==> src/rtl/irq_source_ctrl_if.sv <==
`default_nettype none
// +----------------------------------------------------------------------------+
// | Module  : irq_source_ctrl_if                                               |
// | Brief   : CPU-side request/ack/config bundle for irq_source_ctrl.          |
// | Revision: 1.0                                                              |
// +----------------------------------------------------------------------------+
interface irq_source_ctrl_if #(
  parameter int N_SRC       = 8,
  parameter int TIMER_WIDTH = 32
);
  localparam int NUM_W = (N_SRC > 1) ? $clog2(N_SRC) : 1;

  logic [N_SRC-1:0]       raw_irq;
  logic                   mask_we;
  logic [N_SRC-1:0]       mask_wdata;
  logic                   timer_period_we;
  logic [TIMER_WIDTH-1:0] timer_period_wdata;
  logic                   irq_ack;
  logic [NUM_W-1:0]       irq_ack_num;
  logic [N_SRC-1:0]       hardware_interrupt;
  logic [N_SRC-1:0]       irq_pending;
  logic [N_SRC-1:0]       irq_mask;

  modport master (
    output raw_irq, mask_we, mask_wdata, timer_period_we, timer_period_wdata,
           irq_ack, irq_ack_num,
    input  hardware_interrupt, irq_pending, irq_mask
  );

  modport slave (
    input  raw_irq, mask_we, mask_wdata, timer_period_we, timer_period_wdata,
           irq_ack, irq_ack_num,
    output hardware_interrupt, irq_pending, irq_mask
  );
endinterface
`default_nettype wire

==> src/rtl/irq_source_ctrl.sv <==
`default_nettype none
// +----------------------------------------------------------------------------+
// | Module  : irq_source_ctrl                                                  |
// | Brief   : Sync/edge-detect IRQ lines plus interval timer; presents one     |
// |           masked pending request one-hot until acknowledged by number.     |
// | Revision: 1.0                                                              |
// +----------------------------------------------------------------------------+
module irq_source_ctrl #(
  parameter int N_SRC       = 8,
  parameter int SYNC_STAGES = 2,
  parameter int TIMER_WIDTH = 32,
  parameter int TIMER_SRC   = 7
) (
  input  logic             clk,
  input  logic             clr_n,
  irq_source_ctrl_if.slave bus
);
  localparam int NUM_W = (N_SRC > 1) ? $clog2(N_SRC) : 1;

  localparam logic [1:0] c_IDLE   = 2'd0;
  localparam logic [1:0] c_ASSERT = 2'd1;
  localparam logic [1:0] c_GAP    = 2'd2;

  localparam logic [N_SRC-1:0]       c_ONE   = N_SRC'(1);
  localparam logic [TIMER_WIDTH-1:0] c_T_ONE = TIMER_WIDTH'(1);

  logic [SYNC_STAGES-1:0][N_SRC-1:0] sync_q;
  logic [N_SRC-1:0]                  dly_q;
  logic [N_SRC-1:0]                  pending_q, pending_d;
  logic [N_SRC-1:0]                  mask_q;
  logic [N_SRC-1:0]                  hw_q, hw_d;
  logic [TIMER_WIDTH-1:0]            period_q, period_d;
  logic [TIMER_WIDTH-1:0]            count_q, count_d;
  logic [1:0]                        state_q, state_d;
  logic [NUM_W-1:0]                  cur_q, cur_d;

  logic [N_SRC-1:0] w_ev;
  logic [N_SRC-1:0] w_clr;
  logic [N_SRC-1:0] w_avail;
  logic [NUM_W-1:0] w_sel;
  logic             w_tick;
  logic             w_ack_hit;

  assign w_ev      = sync_q[SYNC_STAGES-1] & ~dly_q;
  assign w_tick    = (period_q != '0) && (count_q == c_T_ONE);
  assign w_ack_hit = (state_q == c_ASSERT) && bus.irq_ack && (bus.irq_ack_num == cur_q);
  assign w_clr     = w_ack_hit ? (c_ONE << cur_q) : '0;
  assign w_avail   = pending_q & mask_q;

  // A new event in the ack cycle keeps the bit set so it is not lost.
  for (genvar gi = 0; gi < N_SRC; gi++) begin : g_src
    if (gi == TIMER_SRC) begin : g_timer
      assign pending_d[gi] = (pending_q[gi] & ~w_clr[gi]) | w_ev[gi] | w_tick;
    end else begin : g_plain
      assign pending_d[gi] = (pending_q[gi] & ~w_clr[gi]) | w_ev[gi];
    end
  end

  always_comb begin
    w_sel = '0;
    for (int i = 0; i < N_SRC; i++) begin
      if (w_avail[i]) w_sel = NUM_W'(i);
    end
  end

  always_comb begin
    period_d = period_q;
    count_d  = count_q;
    if (bus.timer_period_we) begin
      period_d = bus.timer_period_wdata;
      count_d  = bus.timer_period_wdata;
    end else if (period_q != '0) begin
      count_d = w_tick ? period_q : (count_q - c_T_ONE);
    end
  end

  // Selection only happens from IDLE, so an in-service request is never preempted.
  always_comb begin
    state_d = state_q;
    cur_d   = cur_q;
    hw_d    = hw_q;
    case (state_q)
      c_IDLE: begin
        if (|w_avail) begin
          cur_d   = w_sel;
          hw_d    = c_ONE << w_sel;
          state_d = c_ASSERT;
        end
      end
      c_ASSERT: begin
        if (w_ack_hit) begin
          hw_d    = '0;
          state_d = c_GAP;
        end
      end
      c_GAP: begin
        state_d = c_IDLE;
      end
      default: begin
        hw_d    = '0;
        state_d = c_IDLE;
      end
    endcase
  end

  always_ff @(posedge clk or negedge clr_n) begin
    if (!clr_n) begin
      sync_q    <= '0;
      dly_q     <= '0;
      pending_q <= '0;
      mask_q    <= '1;
      hw_q      <= '0;
      period_q  <= '0;
      count_q   <= '0;
      state_q   <= c_IDLE;
      cur_q     <= '0;
    end else begin
      sync_q    <= {sync_q[SYNC_STAGES-2:0], bus.raw_irq};
      dly_q     <= sync_q[SYNC_STAGES-1];
      pending_q <= pending_d;
      if (bus.mask_we) mask_q <= bus.mask_wdata;
      hw_q      <= hw_d;
      period_q  <= period_d;
      count_q   <= count_d;
      state_q   <= state_d;
      cur_q     <= cur_d;
    end
  end

  assign bus.hardware_interrupt = hw_q;
  assign bus.irq_pending        = pending_q;
  assign bus.irq_mask           = mask_q;

endmodule
`default_nettype wire

==> src/flat_wrapper.sv <==
// flat-port wrapper written by rule: the top's interface ports become plain ports
module irq_source_ctrl_flat 
#(
  parameter int N_SRC       = 8,
  parameter int SYNC_STAGES = 2,
  parameter int TIMER_WIDTH = 32,
  parameter int TIMER_SRC   = 7
)
  (clk, clr_n, bus_raw_irq, bus_mask_we, bus_mask_wdata, bus_timer_period_we, bus_timer_period_wdata, bus_irq_ack, bus_irq_ack_num, bus_hardware_interrupt, bus_irq_pending, bus_irq_mask);
  irq_source_ctrl_if #(.N_SRC(N_SRC), .TIMER_WIDTH(TIMER_WIDTH)) bus_i ();
  input  logic clk;
  input  logic clr_n;
  input wire logic [$bits(bus_i.raw_irq)-1:0] bus_raw_irq;
  input wire logic [$bits(bus_i.mask_we)-1:0] bus_mask_we;
  input wire logic [$bits(bus_i.mask_wdata)-1:0] bus_mask_wdata;
  input wire logic [$bits(bus_i.timer_period_we)-1:0] bus_timer_period_we;
  input wire logic [$bits(bus_i.timer_period_wdata)-1:0] bus_timer_period_wdata;
  input wire logic [$bits(bus_i.irq_ack)-1:0] bus_irq_ack;
  input wire logic [$bits(bus_i.irq_ack_num)-1:0] bus_irq_ack_num;
  output wire logic [$bits(bus_i.hardware_interrupt)-1:0] bus_hardware_interrupt;
  output wire logic [$bits(bus_i.irq_pending)-1:0] bus_irq_pending;
  output wire logic [$bits(bus_i.irq_mask)-1:0] bus_irq_mask;
  assign bus_i.raw_irq = bus_raw_irq;
  assign bus_i.mask_we = bus_mask_we;
  assign bus_i.mask_wdata = bus_mask_wdata;
  assign bus_i.timer_period_we = bus_timer_period_we;
  assign bus_i.timer_period_wdata = bus_timer_period_wdata;
  assign bus_i.irq_ack = bus_irq_ack;
  assign bus_i.irq_ack_num = bus_irq_ack_num;
  assign bus_hardware_interrupt = bus_i.hardware_interrupt;
  assign bus_irq_pending = bus_i.irq_pending;
  assign bus_irq_mask = bus_i.irq_mask;
  irq_source_ctrl #(.N_SRC(N_SRC), .SYNC_STAGES(SYNC_STAGES), .TIMER_WIDTH(TIMER_WIDTH), .TIMER_SRC(TIMER_SRC)) u_core (.clk(clk), .clr_n(clr_n), .bus(bus_i));
endmodule
==> config.mk <==
export PLATFORM = sky130hd
export DESIGN_NAME = irq_source_ctrl_flat
export DESIGN_NICKNAME = d
export VERILOG_FILES = /design/src/rtl/irq_source_ctrl_if.sv /design/src/rtl/irq_source_ctrl.sv /design/src/flat_wrapper.sv
export SDC_FILE = /design/constraint.sdc
export NUM_CORES = 1
export LEC_CHECK = 0
export ABC_AREA = 1
export CORE_MARGIN = 5
export CORE_UTILIZATION = 45
export DETAILED_ROUTE_END_ITERATION = 6
export GPL_TIMING_DRIVEN = 0
export PLACE_DENSITY = 0.74
export SETUP_SLACK_MARGIN = 0.3
export SKIP_LAST_GASP = 1
export SYNTH_ARGS = -nofsm -noshare
export SYNTH_HDL_FRONTEND = slang
export SYNTH_SLANG_ARGS = --single-unit
==> constraint.sdc <==
create_clock -name clk -period 1.65 [get_ports clk]
set_input_delay 0.33 -clock clk [delete_from_list [all_inputs] [get_ports clk]]
set_output_delay 0.33 -clock clk [all_outputs]
set_load 0.01 [all_outputs]
* Word-level counts from Yosys, hierarchy flattened
Cells that the tools add are included.
Word-level totals: bits in registers 117, input bits 56, output and inout port bits 24, logic and storage cells 75
Cells by class: $add $sub $neg 1, equality and inequality tests 6, shift-type cells 2, multiplexer cells 17, bitwise logic cells 29, reductions and logical operators 10
Operators with widths (count):
- 2-to-1 mux 32 bit | 3
- == test 32 x 1 -> 1 bit, second input constant | 1
- nonzero test 32 bit | 1
- subtractor 32 x 1 -> 32 bit, second input constant | 1
- 2-to-1 mux 8 bit | 3
- one-hot mux 8 bit (3 select lines) | 1
- 2-to-1 mux 3 bit | 6
- bitwise AND 8 bit | 2
- << shifter 1 x 3 -> 8 bit, first input constant | 2
- NOT 1 bit | 9
- bitwise OR 1 bit | 9
- bitwise AND 1 bit | 8
- NOT 8 bit | 1
- OR reduction 8 bit | 1
- 2-to-1 mux 2 bit | 2
- inequality test 2 x 1 -> 1 bit, second input constant | 2
- one-hot mux 2 bit (2 select lines) | 1
- AND reduction 2 bit | 2
- == test 3 bit | 1
- logical AND 1 bit | 3
- AND reduction 3 bit | 1
- == test 2 x 1 -> 1 bit, second input constant | 1
- == test 2 bit, second input constant | 1
- logical NOT 2 bit | 1
- 2 further kinds | 2

* Longest topological paths before layout
depth in word-level cells 11, depth in mapped cells 13, depth with buffers taken out 12

* Least setup slack after synthesis
No wires, ideal clock.
kind flip-flop to flip-flop, start register u_core.count_q[0], end register u_core.count_q[18], setup time 0.117 ns, arrival 1.434 ns, data required time 1.533 ns, slack 0.098 ns, cell stages (with the launch flop) 11, path buffers 0, cell sequence dfrtp_1 -> inv_1 -> ha_1 -> nand2_2 -> nor2_4 -> nand2_2 -> nor2_2 -> xnor2_1 -> nor2_1 -> nor2_1 -> nor2_1
Between the ends: cells in the longest elaborated chain, start to end 5, elaborated cells between the ends (all ways) 6, those cells by class add/sub (1); eq/ne (1); mux (3); reduce/logical (1)
RTL lines:
- from (decl) | RTL line irq_source_ctrl.sv:33 | logic [TIMER_WIDTH-1:0] count_q, count_d;
- from (signal assigned) | RTL line irq_source_ctrl.sv:124 | count_q <= count_d;
- parallel branches: the longest is 2 deep, another holds subtractor 32 x 1 -> 32 bit
- 2-to-1 mux 32 bit (*) | RTL line irq_source_ctrl.sv:73 | count_d = w_tick ? period_q : (count_q - c_T_ONE);
- 2-to-1 mux 32 bit (*) | RTL line irq_source_ctrl.sv:72 | end else if (period_q != '0) begin
- 2-to-1 mux 32 bit (*) | RTL line irq_source_ctrl.sv:69 | if (bus.timer_period_we) begin
Mark *: on every way between the ends. The select of a mux whose other input is x is not followed. A chain may end at the register's enable or synchronous reset.

* Worst setup path in the final report
start register u_core.count_q[23], end register u_core.count_q[24]
Same word-level chain as after synthesis.

==> results.sh <==
export IMPL_run_status="finished, violations left"
export IMPL_violations="setup timing"
export IMPL_grt_pass1_wl_um=28500
export IMPL_arrival_ns=2.16
export IMPL_layout_min_cycle_time_ns=1.81
export IMPL_floorplan_rows=43
export IMPL_dp_slack_ns=-0.619
export IMPL_grt_overflow_total=0
export IMPL_dpl_hpwl_um=11800
export IMPL_synth_seq_area_share=0.469
export IMPL_ys_ff_latch=117
export IMPL_die_h_um=128
export IMPL_n_fill_cell=1174
export IMPL_cp_start_kind="flip-flop"
export IMPL_coreArea_um2=13800
export IMPL_power_leakage_nw=4.19
export IMPL_fin_crit_sh=1.10
export IMPL_cpPeakStageDelay_ns=0.45
export IMPL_reg2reg_from="u_core.count_q[23]$_DFFE_PN0P_"
export IMPL_grt_pass1_vias=5535
export IMPL_relSlewSlack=0.694
export IMPL_crit_family="simple AND/OR/NAND/NOR gates"
export IMPL_drtIter0Drc=534
export IMPL_grt_start_max_net_pins=90
export IMPL_drv_cap=0
export IMPL_holdCritPathClass="input pin to flip-flop"
export IMPL_ios=80
export IMPL_finalSetupViolCount=32
export IMPL_max_freq_mhz=552
export IMPL_wl_per_cell_um=15.5
export IMPL_diodes=0
export IMPL_grt_usage=0.223
export IMPL_cp_common_cell="nand2_1"
export IMPL_cts_sinks=117
export IMPL_drive_gt1_frac=0.277
export IMPL_worstRegToRegCells=11
export IMPL_hold_violations=0
export IMPL_cts_made_buffers=17
export IMPL_die_area_um2=16400
export IMPL_start_util=0.455
export IMPL_vias=5796
export IMPL_vdd_drop_max_uv=754
export IMPL_layout_common_cells="nand2_1, nor2_1, dfrtp_1"
export IMPL_p_per_area_nw_per_um2=1070
export IMPL_final_common_cell="nand2_1"
export IMPL_fin_nets=1019
export IMPL_dp_cells=1082
export IMPL_min_from="bus_mask_we"
export IMPL_final_core_utilization=0.624
export IMPL_crit_chain="nor2_2 > nand2_1 > nand3b_1 > nor2_4 > nand2_8 > buf_6 > nand2_1 > nand2_1 > nand2_1 > nand2_1 > nand2_1"
export IMPL_clock_skew_ns=0.0120
export IMPL_area_growth_pct=37.1
export IMPL_cts_tree="done"
export IMPL_root_buffer="clkbuf_16"
export IMPL_clk_pin_slew_ns=0.06
export IMPL_criticalPathCategory="flip-flop to flip-flop"
export IMPL_fin_ws_ns=-0.161
export IMPL_drc=0
export IMPL_cp_max_fo=5
export IMPL_die_w_um=128
export IMPL_htreeDepth=4
export IMPL_antenna_found_initial=0
export IMPL_tightest_slew_ns=0.458
export IMPL_clk_latency_ns=0.42
export IMPL_holdPathEnd="u_core.bus.irq_mask[3]$_DFFE_PN1P_"
export IMPL_min_path_cells=3
export IMPL_path_buf_inv=1
export IMPL_syn_inst=823
export IMPL_drt_vias_per_instance=5.03
export IMPL_synth_net_count=881
export IMPL_cts_buffer_depth=2
export IMPL_drt_wl_total_um=17900
export IMPL_r2r_end="u_core.count_q[24]$_DFFE_PN0P_"
export IMPL_slowest_stage="dfrtp_1"
export IMPL_synth_distinct_cells=30
export IMPL_reg2reg_slack_ns=-0.16
export IMPL_grt_setup_unrepaired="true"
export IMPL_syn_cell_area_um2=6270
export IMPL_critPathCaptureType="flip-flop"
export IMPL_crit_start="u_core.count_q[23]$_DFFE_PN0P_"
export IMPL_cp_required_ns=2.00
export IMPL_instances_no_fill=1152
export IMPL_place_congestion=0.916
export IMPL_portBuffers=78
export IMPL_holdWs_ns=0.301
export IMPL_ys_warnings_count=0
export IMPL_final_max_slew_viol_count=0
export IMPL_firstDrtPassIters=6
export IMPL_synth_area_per_cell_um2=7.62
export IMPL_ant_nets=0
==> worst min-delay path, cell delays in order <==
cell	delay, ns
clkbuf_1	0.21
nand2_1	0.10
o21ai_0	0.07
==> report_power, final <==
group	switching (mW)	total (mW)	internal, mW
Combinational	1.23	2.09	0.865
Clock	1.31	3.55	2.24
Sequential	0.305	3.52	3.21
Total	2.84	9.15	6.31
==> Yosys cell counts <==
cell	instances	share of area
nand2_1	275	0.16
nor2_1	136	0.081
dfrtp_1	109	0.44
inv_1	63	0.038
o21ai_0	53	0.042
nand3_1	37	0.030
a21oi_1	15	0.012
nand3_2	13	0.021
xor2_1	12	0.017
a21oi_2	10	0.014
clkbuf_1	9	0.0054
dfstp_2	8	0.034
nand2_2	8	0.0080
nand3b_1	8	0.0096
mux2_2	7	0.013
nor2_2	7	0.0070
nor2_4	7	0.013
xnor2_1	7	0.0098
inv_2	6	0.0036
nand4_1	6	0.0060
buf_2	5	0.0040
buf_4	4	0.0048
buf_6	4	0.0072
buf_1	3	0.0018
nand2_4	3	0.0054
ha_1	2	0.0040
nor2_8	2	0.0064
nor3_1	2	0.0016
o211ai_1	1	0.0012
o21bai_1	1	0.0012
==> logic make-up after synthesis <==
| kind of cell | share of synthesized area |
|---|---|
| multiplexers | 0.0126 |
| AND/OR/NAND/NOR | 0.353 |
| adder cells (fa/ha/maj) | 0.00399 |
| buffers and inverters | 0.0645 |
| flip-flops | 0.469 |
| AO/OA/AOI/OAI | 0.0707 |
| XOR/XNOR | 0.0266 |
==> final cells by class <==
class,instances,area [um^2],area share
Multi-Input combinational cell,612,3260,0.380
Sequential cell,117,2950,0.344
Timing Repair Buffer,119,1100,0.129
Clock buffer,21,450,0.0524
Inverter,69,262,0.0304
Buffer,25,231,0.0269
Tap cell,180,225,0.0262
Clock inverter,9,105,0.0122
==> metrics by stage <==
step	cell area [um^2]	power [mW]	TNS [ns]
after floorplan	6340	4.50	0
after global placement	7350	5.14	-507.99
after detailed placement	7380	5.18	-23.42
after CTS	8380	8.95	-1.85
after global routing	8590	9.57	-6.63
final	8590	9.15	-3.35
==> registers in the layout, summed over array words and instances, names as in the netlist <==
name	count
u_core.count_q	32
u_core.bus.hardware_interrupt	8
u_core.state_q	2
u_core.dly_q	8
u_core.bus.irq_pending	8
u_core.bus.irq_mask	8
u_core.sync_q	16
u_core.period_q	32
u_core.cur_q	3
==> routing by layer <==
layer,global-route usage,vias up,part of all wire,wire length (um)
li1,-,2866,-,-
met1,0.316,2702,0.45,7990
met2,0.346,201,0.47,8420
met3,0.0404,27,0.062,1110
met4,0.0743,0,0.018,330
met5,0,-,0,0
==> worst max path at each step <==
stage | slack, ns | to | cells past startpoint
after floorplan | 0.13 | u_core.count_q[31]$_DFFE_PN0P_ | 11
after global placement | -4.26 | u_core.count_q[26]$_DFFE_PN0P_ | 1
after detailed placement | -0.62 | u_core.count_q[21]$_DFFE_PN0P_ | 7
after CTS | -0.1 | u_core.count_q[24]$_DFFE_PN0P_ | 11
after global routing | -0.26 | u_core.count_q[26]$_DFFE_PN0P_ | 13
final | -0.16 | u_core.count_q[24]$_DFFE_PN0P_ | 11
==> what timing repair did <==
action	in CTS	in global routing
cloned	3	1
resized for setup	211	50
buffers inserted	27	8
pin swaps	19	21
endpoints found under the hold margin	20	0
hold buffers	1	0
setup endpoints to repair	92	80
Power figures use the tool's default switching activity.
